## config.mk

```make
export PLATFORM = sky130hd
export DESIGN_NAME = midi_avalon_bridge
export DESIGN_NICKNAME = d
export VERILOG_FILES = /design/src/rtl/midi_avalon_bridge.sv
export SDC_FILE = /design/constraint.sdc
export NUM_CORES = 1
export LEC_CHECK = 0
export ABC_CLOCK_PERIOD_IN_PS = 3200
export CORE_MARGIN = 3
export CORE_UTILIZATION = 55
export CTS_BUF_LIST = sky130_fd_sc_hd__clkbuf_8
export DETAILED_ROUTE_END_ITERATION = 7
export PLACE_DENSITY_LB_ADDON = 0.08
export SYNTH_ARGS = -nofsm -noshare
export SYNTH_HDL_FRONTEND = slang
export SYNTH_SLANG_ARGS = --single-unit
```

## constraint.sdc

```tcl
create_clock -name clk -period 3.2 [get_ports clk]
set_input_delay 0.48 -clock clk [delete_from_list [all_inputs] [get_ports clk]]
set_output_delay 0.48 -clock clk [all_outputs]
set_load 0.005 [all_outputs]
```

## src/rtl/midi_avalon_bridge.sv

```systemverilog
// rtl/midi_avalon_bridge.sv - MIDI byte-stream parser feeding synth commands to an Avalon-MM master
//
// Ports:
//   clk                 single clock, rising edge
//   reset               synchronous active-high reset
//   in_data/in_valid    MIDI byte from the UART receiver
//   in_ready            byte accepted this cycle (high while the command FIFO is not full)
//   avm_m0_write        Avalon write request (high while the command FIFO is not empty)
//   avm_m0_writedata    {16'b0, on, note[6:0], vel[7:0]} taken from the FIFO head
//   avm_m0_waitrequest  slave stall; the head is popped only when this is low
module midi_avalon_bridge #(
    parameter int CHANNEL    = 0,
    parameter int OMNI       = 0,
    parameter int FIFO_DEPTH = 4
) (
    input  logic        clk,
    input  logic        reset,
    input  logic [7:0]  in_data,
    input  logic        in_valid,
    output logic        in_ready,
    output logic        avm_m0_write,
    output logic [31:0] avm_m0_writedata,
    input  logic        avm_m0_waitrequest
);

    localparam int AW = $clog2(FIFO_DEPTH);
    localparam int CW = $clog2(FIFO_DEPTH + 1);

    typedef enum logic [1:0] {IDLE, DATA1, DATA2} state_t;

    state_t      state;
    logic        rs_valid;
    logic [3:0]  rs_type;
    logic        rs_match;
    logic [6:0]  d1;

    logic [15:0] mem [FIFO_DEPTH];
    logic [AW-1:0] wr_ptr;
    logic [AW-1:0] rd_ptr;
    logic [CW-1:0] count;
    logic [CW-1:0] count_next;
    logic        full_q;
    logic        empty_q;

    logic        accept;
    logic        is_status;
    logic        is_realtime;
    logic        is_system;
    logic        chan_ok;
    logic        two_byte;
    logic        push;
    logic        pop;
    logic [15:0] cmd;
    logic        cmd_ok;

    assign accept      = in_valid & ~full_q;
    assign is_status   = in_data[7];
    assign is_realtime = (in_data[7:3] == 5'b11111);
    assign is_system   = (in_data[7:3] == 5'b11110);
    assign chan_ok     = (OMNI != 0) || (in_data[3:0] == 4'(CHANNEL));
    assign two_byte    = (rs_type != 4'hC) && (rs_type != 4'hD);

    // Command decode for the final data byte of a two-byte message; in_data is d2.
    always_comb begin
        cmd    = 16'h0000;
        cmd_ok = 1'b0;
        case (rs_type)
            4'h8: begin
                cmd    = {1'b0, d1, 1'b0, in_data[6:0]};
                cmd_ok = (d1 != 7'h7F);
            end
            4'h9: begin
                if (in_data[6:0] != 7'h00) begin
                    cmd    = {1'b1, d1, 1'b0, in_data[6:0]};
                    cmd_ok = 1'b1;
                end else begin
                    cmd    = {1'b0, d1, 8'h00};
                    cmd_ok = (d1 != 7'h7F);
                end
            end
            4'hB: begin
                // all-notes-off maps to the synth STOP_ALL pattern (off, note 127)
                cmd    = 16'h7F00;
                cmd_ok = (d1 == 7'd123);
            end
            default: begin
                cmd    = 16'h0000;
                cmd_ok = 1'b0;
            end
        endcase
    end

    assign push = accept & ~is_status & (state == DATA2) & rs_match & cmd_ok;
    assign pop  = ~empty_q & ~avm_m0_waitrequest;

    // Parser: status bytes restart a message from any state; data bytes
    // advance through DATA1/DATA2 and fall back to DATA1 for running status.
    always_ff @(posedge clk) begin
        if (reset) begin
            state    <= IDLE;
            rs_valid <= 1'b0;
            rs_type  <= 4'h0;
            rs_match <= 1'b0;
            d1       <= 7'h00;
        end else if (accept && !is_realtime) begin
            if (is_system) begin
                rs_valid <= 1'b0;
                state    <= IDLE;
            end else if (is_status) begin
                rs_valid <= 1'b1;
                rs_type  <= in_data[7:4];
                rs_match <= chan_ok;
                state    <= DATA1;
            end else begin
                case (state)
                    IDLE, DATA1: begin
                        if (state == DATA1 || rs_valid) begin
                            if (two_byte) begin
                                d1    <= in_data[6:0];
                                state <= DATA2;
                            end else begin
                                state <= DATA1;
                            end
                        end
                    end
                    DATA2:   state <= DATA1;
                    default: state <= IDLE;
                endcase
            end
        end
    end

    always_comb begin
        count_next = count;
        case ({push, pop})
            2'b10:   count_next = count + CW'(1);
            2'b01:   count_next = count - CW'(1);
            default: count_next = count;
        endcase
    end

    // Full/empty are registered from the next occupancy so in_ready and
    // avm_m0_write never depend combinationally on in_* or waitrequest.
    always_ff @(posedge clk) begin
        if (reset) begin
            wr_ptr  <= '0;
            rd_ptr  <= '0;
            count   <= '0;
            full_q  <= 1'b0;
            empty_q <= 1'b1;
        end else begin
            if (push) wr_ptr <= wr_ptr + AW'(1);
            if (pop)  rd_ptr <= rd_ptr + AW'(1);
            count   <= count_next;
            full_q  <= (count_next == CW'(FIFO_DEPTH));
            empty_q <= (count_next == '0);
        end
    end

    always_ff @(posedge clk) begin
        if (push) mem[wr_ptr] <= cmd;
    end

    assign in_ready         = ~full_q;
    assign avm_m0_write     = ~empty_q;
    assign avm_m0_writedata = empty_q ? 32'h0000_0000 : {16'h0000, mem[rd_ptr]};

endmodule

```

==> impl_metrics.json, run 1 <==
{
  "outcome": "finished clean",
  "count_of_antenna_violating_nets_left_after_detailed_routing": 0,
  "leakage_nw": 1.47,
  "postLayoutSetupSlackWorst_ns": 0.297,
  "critical_path.n_buffers_inverters": 2,
  "postSynthAreaPerCell_um2": 13.9,
  "cts_resized": 0,
  "core.rowCount": 29,
  "critPathMaxFanout": 5,
  "timing.max_cap.violations": 0,
  "globalRouteMet3Util_pct": 3.23,
  "finish.utilization_pct": 66.8,
  "worst_slew_pin_slew_ns": 0.860,
  "synth_top_flop_cell": "sky130_fd_sc_hd__edfxtp_1",
  "final-max-slew-violation-count": 0,
  "global_route.overflow_total": 0,
  "slew_hr_pct": 42.7,
  "floorplan.die.width_um": 89.0,
  "cts_tree": "yes",
  "nFillCells": 482,
  "numClockSinks": 86,
  "ff_latch_area_um2": 2320,
  "vias_per_cell": 5.54,
  "gp_congestion": 0.843,
  "die_area_um2": 7910,
  "synth_simple_gate_area_share_pct": 13.9,
  "multi_input_area_um2": 1320,
  "slowest_delay_ns": 0.48,
  "holdWs_ns": 0.500,
  "drt_pass1_iterations": 4,
  "timing.critical_path.to_type": "flip-flop",
  "p_per_area_nw_per_um2": 465,
  "grt_util_met2_pct": 31.4,
  "worstPathRequired_ns": 3.48,
  "finalWorstPathRequiredPeriod_ns": 2.90,
  "setup_violations": 0,
  "path_delay_family": "simple AND/OR/NAND/NOR gates",
  "ys_async_sr_fraction_pct": 0,
  "worst_setup_path_start_kind": "input pin",
  "vdd.ir_drop.worst_mv": 0.292,
  "synth.top_cells.by_area": "sky130_fd_sc_hd__edfxtp_1 48%, sky130_fd_sc_hd__dfxtp_1 14%, sky130_fd_sc_hd__mux4_2 8.9%",
  "drive_above_1_share_pct": 15.9,
  "first_pass_grt_wire_length_um": 11000,
  "worst-endpoint-arrival_ns": 3.19,
  "crit_path_top_delay_cell": "sky130_fd_sc_hd__clkdlybuf4s50_1",
  "initial_standard_cell_utilization_of_the_core_pct": 58.3,
  "globalRouteMet1Util_pct": 24.6,
  "dpl_cell_area_um2": 4150,
  "rsz0062_at_grt": "no",
  "chipHeight_um": 89.0,
  "portBuffers": 28,
  "syn2layout_area_growth_pct": 14.6,
  "period_share_pct": 90.7,
  "cts_root_buf": "sky130_fd_sc_hd__clkbuf_8",
  "synth_compound_gate_area_share_pct": 4.89,
  "timing_hold_violations_final": 0,
  "fmax_mhz": 345,
  "main_combinational_cell_family_by_area_after_synthesis": "simple AND/OR/NAND/NOR gates",
  "post_cts_hold_buffer_count": 0,
  "cts_buffers": 9,
  "yosysTopAreaCellShare_pct": 47.6,
  "max-clock-path-buffers": 2,
  "preCtsSetupSlack_ns": -0.0607,
  "synth_xor_xnor_area_share_pct": 0.926,
  "worst_skew_pair.late_latency_ns": 0.34,
  "wl_um": 6720,
  "synth.distinct_cells": 45,
  "post-cts-setup-buffers": 0,
  "route.detailed.drc": 0,
  "ys_seq_area_share_pct": 61.4,
  "final_cell_area_um2": 4340,
  "ioPinCount": 46,
  "vias": 2200,
  "grtUsageTotal_pct": 18.9,
  "yosys.area_share.adder_pct": 2.18,
  "dr.first_iter.drc_count": 109,
  "final_routed_wire_length_divided_by_cell_count_um": 16.9,
  "insertedDiodeCount": 0,
  "detailedPlacementHpwl_um": 4580,
  "synth_enable_flop_cells": 60,
  "fin_skew_ns": 0.00624,
  "synth-warning-count": 0,
  "synth_largest_area_cell": "sky130_fd_sc_hd__edfxtp_1",
  "largest_net_degree_at_the_start_of_global_routing": 17,
  "cts.htree.levels": 3,
  "clkSlewWorstSetupHoldPaths_ns": 0.08,
  "synth_mux_area_share_pct": 11.3,
  "timing.setup.critical_path_class": "input pin to flip-flop",
  "crit_path_cell_trace": "clkdlybuf4s50_1 -> nor3b_1 -> and4_1 -> o31a_2 -> inv_1 -> ha_1 -> fa_1 -> xnor2_1 -> or3_1 -> a21oi_1 -> nor2b_1",
  "grt_pass1_vias": 2193,
  "synthCells": 273,
  "mappedNetlistArea_um2": 3780,
  "min_path_type": "flip-flop to flip-flop",
  "ys_seq_elements": 86,
  "antenna_found_initial": 0,
  "placeableCoreArea_um2": 6490,
  "design.final.nets": 334,
  "top_usage_layer": "met2"
}
worst register-to-register path: stages (launching register included):
cell	delay [ns]
sky130_fd_sc_hd__dfxtp_1	0.38
sky130_fd_sc_hd__nand4_1	0.15
sky130_fd_sc_hd__nor4_2	0.47
sky130_fd_sc_hd__o31a_2	0.23
sky130_fd_sc_hd__inv_1	0.04
sky130_fd_sc_hd__ha_1	0.21
sky130_fd_sc_hd__fa_1	0.38
sky130_fd_sc_hd__xnor2_1	0.14
sky130_fd_sc_hd__or3_1	0.30
sky130_fd_sc_hd__a21oi_1	0.24
sky130_fd_sc_hd__nor2b_1	0.16
cell usage in the layout (no fill, tap or decap), types with 2 or more instances in the layout:
| cell | n |
|---|---|
| sky130_fd_sc_hd__clkdlybuf4s50_1 | 28 |
| sky130_fd_sc_hd__inv_1 | 9 |
| sky130_fd_sc_hd__edfxtp_1 | 60 |
| sky130_fd_sc_hd__or4_1 | 2 |
| sky130_fd_sc_hd__clkinvlp_4 | 2 |
| sky130_fd_sc_hd__conb_1 | 17 |
| sky130_fd_sc_hd__a21oi_1 | 6 |
| sky130_fd_sc_hd__mux4_2 | 15 |
| sky130_fd_sc_hd__a41oi_1 | 2 |
| sky130_fd_sc_hd__a31oi_1 | 2 |
| sky130_fd_sc_hd__nor2b_1 | 5 |
| sky130_fd_sc_hd__buf_4 | 13 |
| sky130_fd_sc_hd__xor2_1 | 2 |
| sky130_fd_sc_hd__o211ai_1 | 3 |
| sky130_fd_sc_hd__o21ai_0 | 3 |
| sky130_fd_sc_hd__nand2b_1 | 3 |
| sky130_fd_sc_hd__dfxtp_1 | 26 |
| sky130_fd_sc_hd__mux2i_1 | 9 |
| sky130_fd_sc_hd__nand3b_1 | 2 |
| sky130_fd_sc_hd__nand2_1 | 6 |
| sky130_fd_sc_hd__nor2_1 | 33 |
| sky130_fd_sc_hd__ha_1 | 5 |
| sky130_fd_sc_hd__nor3b_1 | 2 |
| sky130_fd_sc_hd__xnor2_1 | 2 |
| sky130_fd_sc_hd__nand3_1 | 4 |
| sky130_fd_sc_hd__o221a_2 | 3 |
| sky130_fd_sc_hd__and2_1 | 25 |
| sky130_fd_sc_hd__clkbuf_8 | 9 |
synthesized netlist by cell type (3+ instances only):
cell	count
sky130_fd_sc_hd__nand2_1	6
sky130_fd_sc_hd__ha_1	5
sky130_fd_sc_hd__and2_1	25
sky130_fd_sc_hd__nand2b_1	3
sky130_fd_sc_hd__nor2_1	33
sky130_fd_sc_hd__o221a_2	3
sky130_fd_sc_hd__buf_4	19
sky130_fd_sc_hd__mux4_2	15
sky130_fd_sc_hd__nor2b_1	5
sky130_fd_sc_hd__dfxtp_1	26
sky130_fd_sc_hd__o211ai_1	3
sky130_fd_sc_hd__a21oi_1	6
sky130_fd_sc_hd__edfxtp_1	60
sky130_fd_sc_hd__inv_1	9
sky130_fd_sc_hd__clkbuf_1	4
sky130_fd_sc_hd__nand3_1	4
sky130_fd_sc_hd__mux2i_1	9
sky130_fd_sc_hd__o21ai_0	3
final cells by class:
type / instances / share of cell area, %
flip-flops and latches: 86 / 53.5
multi-input cells: 169 / 30.5
inverters: 9 / 0.779
clock inverters: 6 / 1.44
repair buffers: 41 / 8.71
clock buffers: 9 / 2.86
well taps: 77 / 2.22
metal layers:
layer / up-vias / part of all wire, % / routed length, um
li1: 1055 / - / -
met1: 1079 / 45 / 3050
met2: 60 / 49 / 3320
met3: 6 / 4.5 / 300
met4: 0 / 0.79 / 53
met5: - / 0 / 0
sequential cells by signal (all words and copies together), names as in the netlist, named ones only:
| name | count |
|---|---|
| empty_q | 1 |
| state | 2 |
| rs_type | 4 |
| mem | 60 |
| rs_match | 1 |
| count | 3 |
| rd_ptr | 2 |
| wr_ptr | 2 |
| rs_valid | 1 |
| full_q | 1 |
| d1 | 7 |
cell families after synthesis:
group,count (synthesis)
other cells,1
mux,24
buf+inv,34
simple gates,93
fa+ha+maj,6
flops,86
xor+xnor,4
compound gates,25
power breakdown:
group	total (mW)	switching, mW	internal, mW
clock	0.726	0.371	0.355
combinational	0.0915	0.0515	0.0401
sequential	1.20	0.00912	1.19
total	2.02	0.432	1.58
metrics by stage:
| stage | std cells | total power [mW] | setup TNS (ns) |
|---|---|---|---|
| 4_1_cts | 397 | 2.03 | 0 |
| 5_1_grt | 397 | 2.10 | 0 |
| 3_5_place_dp | 382 | 1.32 | -0.105 |
| 2_1_floorplan | 289 | 1.29 | 0 |
| 3_3_place_gp | 382 | 1.31 | 0 |
| 6_report | 397 | 2.02 | 0 |
path summary, 6_finish.rpt:
path,startpoint,endpoint,slack (ns),cells after the start
hold / removal,state[0],state[0],0.50,2
setup reg to reg,d1[3],full_q,0.45,10
hold reg to reg,state[0],state[0],0.50,2
setup / recovery,in_valid,full_q,0.30,11
No activity file was read; power rests on OpenSTA's default activity.
==> run 2, diff against run 1 <==
--- a/config.mk
+++ b/config.mk
@@ -11,6 +11,7 @@
 export CTS_BUF_LIST = sky130_fd_sc_hd__clkbuf_8
 export DETAILED_ROUTE_END_ITERATION = 7
 export PLACE_DENSITY_LB_ADDON = 0.08
+export REMOVE_ABC_BUFFERS = 1
 export SYNTH_ARGS = -nofsm -noshare
 export SYNTH_HDL_FRONTEND = slang
 export SYNTH_SLANG_ARGS = --single-unit
==> impl_metrics.json, run 2 (synthesis gave the netlist of run 1 again) <==
{
  "outcome": "finished clean",
  "globalRouteMet3Util_pct": 4.61,
  "worst-endpoint-arrival_ns": 3.20,
  "hold-path-cell-count": 2,
  "final_routed_wire_length_divided_by_cell_count_um": 16.9,
  "critPathMaxFanout": 5,
  "largest_net_degree_at_the_start_of_global_routing": 17,
  "numClockSinks": 86,
  "insertedDiodeCount": 0,
  "core.rowCount": 29,
  "min_path_type": "flip-flop to flip-flop",
  "period_share_pct": 91.3,
  "ioPinCount": 46,
  "vias": 2205,
  "worst_setup_path_start_kind": "input pin",
  "final-max-slew-violation-count": 0,
  "ff_latch_area_um2": 2320,
  "vdd.ir_drop.worst_mv": 0.293,
  "initial_standard_cell_utilization_of_the_core_pct": 58.3,
  "drive_above_1_share_pct": 15.6,
  "globalRouteMet1Util_pct": 25.5,
  "top_usage_layer": "met2",
  "cts_resized": 0,
  "ff2ff_path_depth": 10,
  "postLayoutSetupSlackWorst_ns": 0.278,
  "layout_commonest_cell": "sky130_fd_sc_hd__edfxtp_1",
  "post_cts_hold_buffer_count": 0,
  "global_route.overflow_total": 0,
  "worstPathRequired_ns": 3.48,
  "count_of_antenna_violating_nets_left_after_detailed_routing": 0,
  "reg.largest.list": "mem: 60 flops, d1: 7 flops, rs_type: 4 flops",
  "syn2layout_area_growth_pct": 14.5,
  "multi_input_area_um2": 1320,
  "max-clock-path-buffers": 2,
  "timing.setup.critical_path_class": "input pin to flip-flop",
  "timing.critical_path.to_type": "flip-flop",
  "final_cell_mix": "60 x sky130_fd_sc_hd__edfxtp_1, 33 x sky130_fd_sc_hd__nor2_1, 28 x sky130_fd_sc_hd__clkdlybuf4s50_1",
  "dr.first_iter.drc_count": 119,
  "preCtsSetupSlack_ns": -0.0840,
  "design.final.nets": 334,
  "timing_hold_violations_final": 0,
  "clkSlewWorstSetupHoldPaths_ns": 0.08,
  "cts_tree": "yes",
  "grtUsageTotal_pct": 19.3,
  "detailedPlacementHpwl_um": 4600,
  "floorplan.die.width_um": 89.0,
  "worst_slew_pin_slew_ns": 0.836,
  "timing.max_cap.violations": 0,
  "finalWorstPathRequiredPeriod_ns": 2.92,
  "rsz0062_at_grt": "no",
  "wl_um": 6730,
  "finish.utilization_pct": 66.8,
  "route.detailed.drc": 0,
  "number_of_flip_flops_in_the_largest_register": 60,
  "gp_congestion": 0.782,
  "cts_buffers": 9,
  "die_area_um2": 7910,
  "fin_skew_ns": 0.00863,
  "p_per_area_nw_per_um2": 462,
  "worst_skew_pair.late_latency_ns": 0.34,
  "leakage_nw": 1.49,
  "cts.htree.levels": 3,
  "chipHeight_um": 89.0,
  "slew_hr_pct": 44.2,
  "fmax_mhz": 342,
  "grt_util_met2_pct": 31.4,
  "portBuffers": 28,
  "cts_root_buf": "sky130_fd_sc_hd__clkbuf_8",
  "final.setup.tns_ns": 0,
  "placeableCoreArea_um2": 6490,
  "post-cts-setup-buffers": 0,
  "antenna_found_initial": 0,
  "top_register": "mem",
  "nFillCells": 491,
  "vias_per_cell": 5.54,
  "first_pass_grt_wire_length_um": 11000,
  "holdWs_ns": 0.504,
  "grt_pass1_vias": 2164,
  "setup_violations": 0,
  "drt_pass1_iterations": 4
}
run 2: cell types whose count changed in the layout (fill, tap and decap cells not counted), sizes merged:
cell / delta
inv: +2
clkinv: +1
clkinvlp: -2
run 2: path summary, 6_finish.rpt:
check	end	from	slack [ns]
worst max-delay path	full_q	in_valid	0.28
worst min register to register	state[0]	state[0]	0.50
worst min-delay path	state[0]	state[0]	0.50
worst max register to register	full_q	d1[1]	0.45
run 2: worst max-delay path: stages:
cell and delay [ns]:
sky130_fd_sc_hd__clkdlybuf4s50_1 0.49, sky130_fd_sc_hd__nor3b_1 0.27, sky130_fd_sc_hd__and4_1 0.32, sky130_fd_sc_hd__o31a_2 0.18, sky130_fd_sc_hd__inv_1 0.04, sky130_fd_sc_hd__ha_1 0.22
sky130_fd_sc_hd__fa_1 0.38, sky130_fd_sc_hd__xnor2_1 0.14, sky130_fd_sc_hd__or3_1 0.31, sky130_fd_sc_hd__a21oi_1 0.21, sky130_fd_sc_hd__nor2b_1 0.16
run 2: power by group:
group / total [mW] / switching (mW) / internal, mW / leakage, nW
clock: 0.712 / 0.361 / 0.351 / 0.107
sequential: 1.20 / 0.00915 / 1.19 / 0.741
combinational: 0.0931 / 0.0522 / 0.0409 / 0.639
total: 2.00 / 0.422 / 1.58 / 1.49
run 2: area by class of cell:
cell class,instances,share of cell area (%)
Clock inverter,7,1.39
Sequential cell,86,53.6
Multi-Input combinational cell,169,30.5
Timing Repair Buffer,41,8.72
Tap cell,77,2.22
Clock buffer,9,2.86
Inverter,9,0.779
run 2: per-stage QoR:
stage	power [mW]	std cells	area, um2
after detailed placement	1.32	382	4150
after global routing	2.08	398	4340
after global placement	1.31	382	4150
after floorplan	1.27	264	3680
final	2.00	398	4340
after CTS	2.01	398	4340
run 2: routing by layer:
| metal | part of all wire [%] | vias up |
|---|---|---|
| li1 | - | 1052 |
| met1 | 46 | 1087 |
| met2 | 48 | 58 |
| met3 | 4.1 | 8 |
| met4 | 1.3 | 0 |
| met5 | 0 | - |
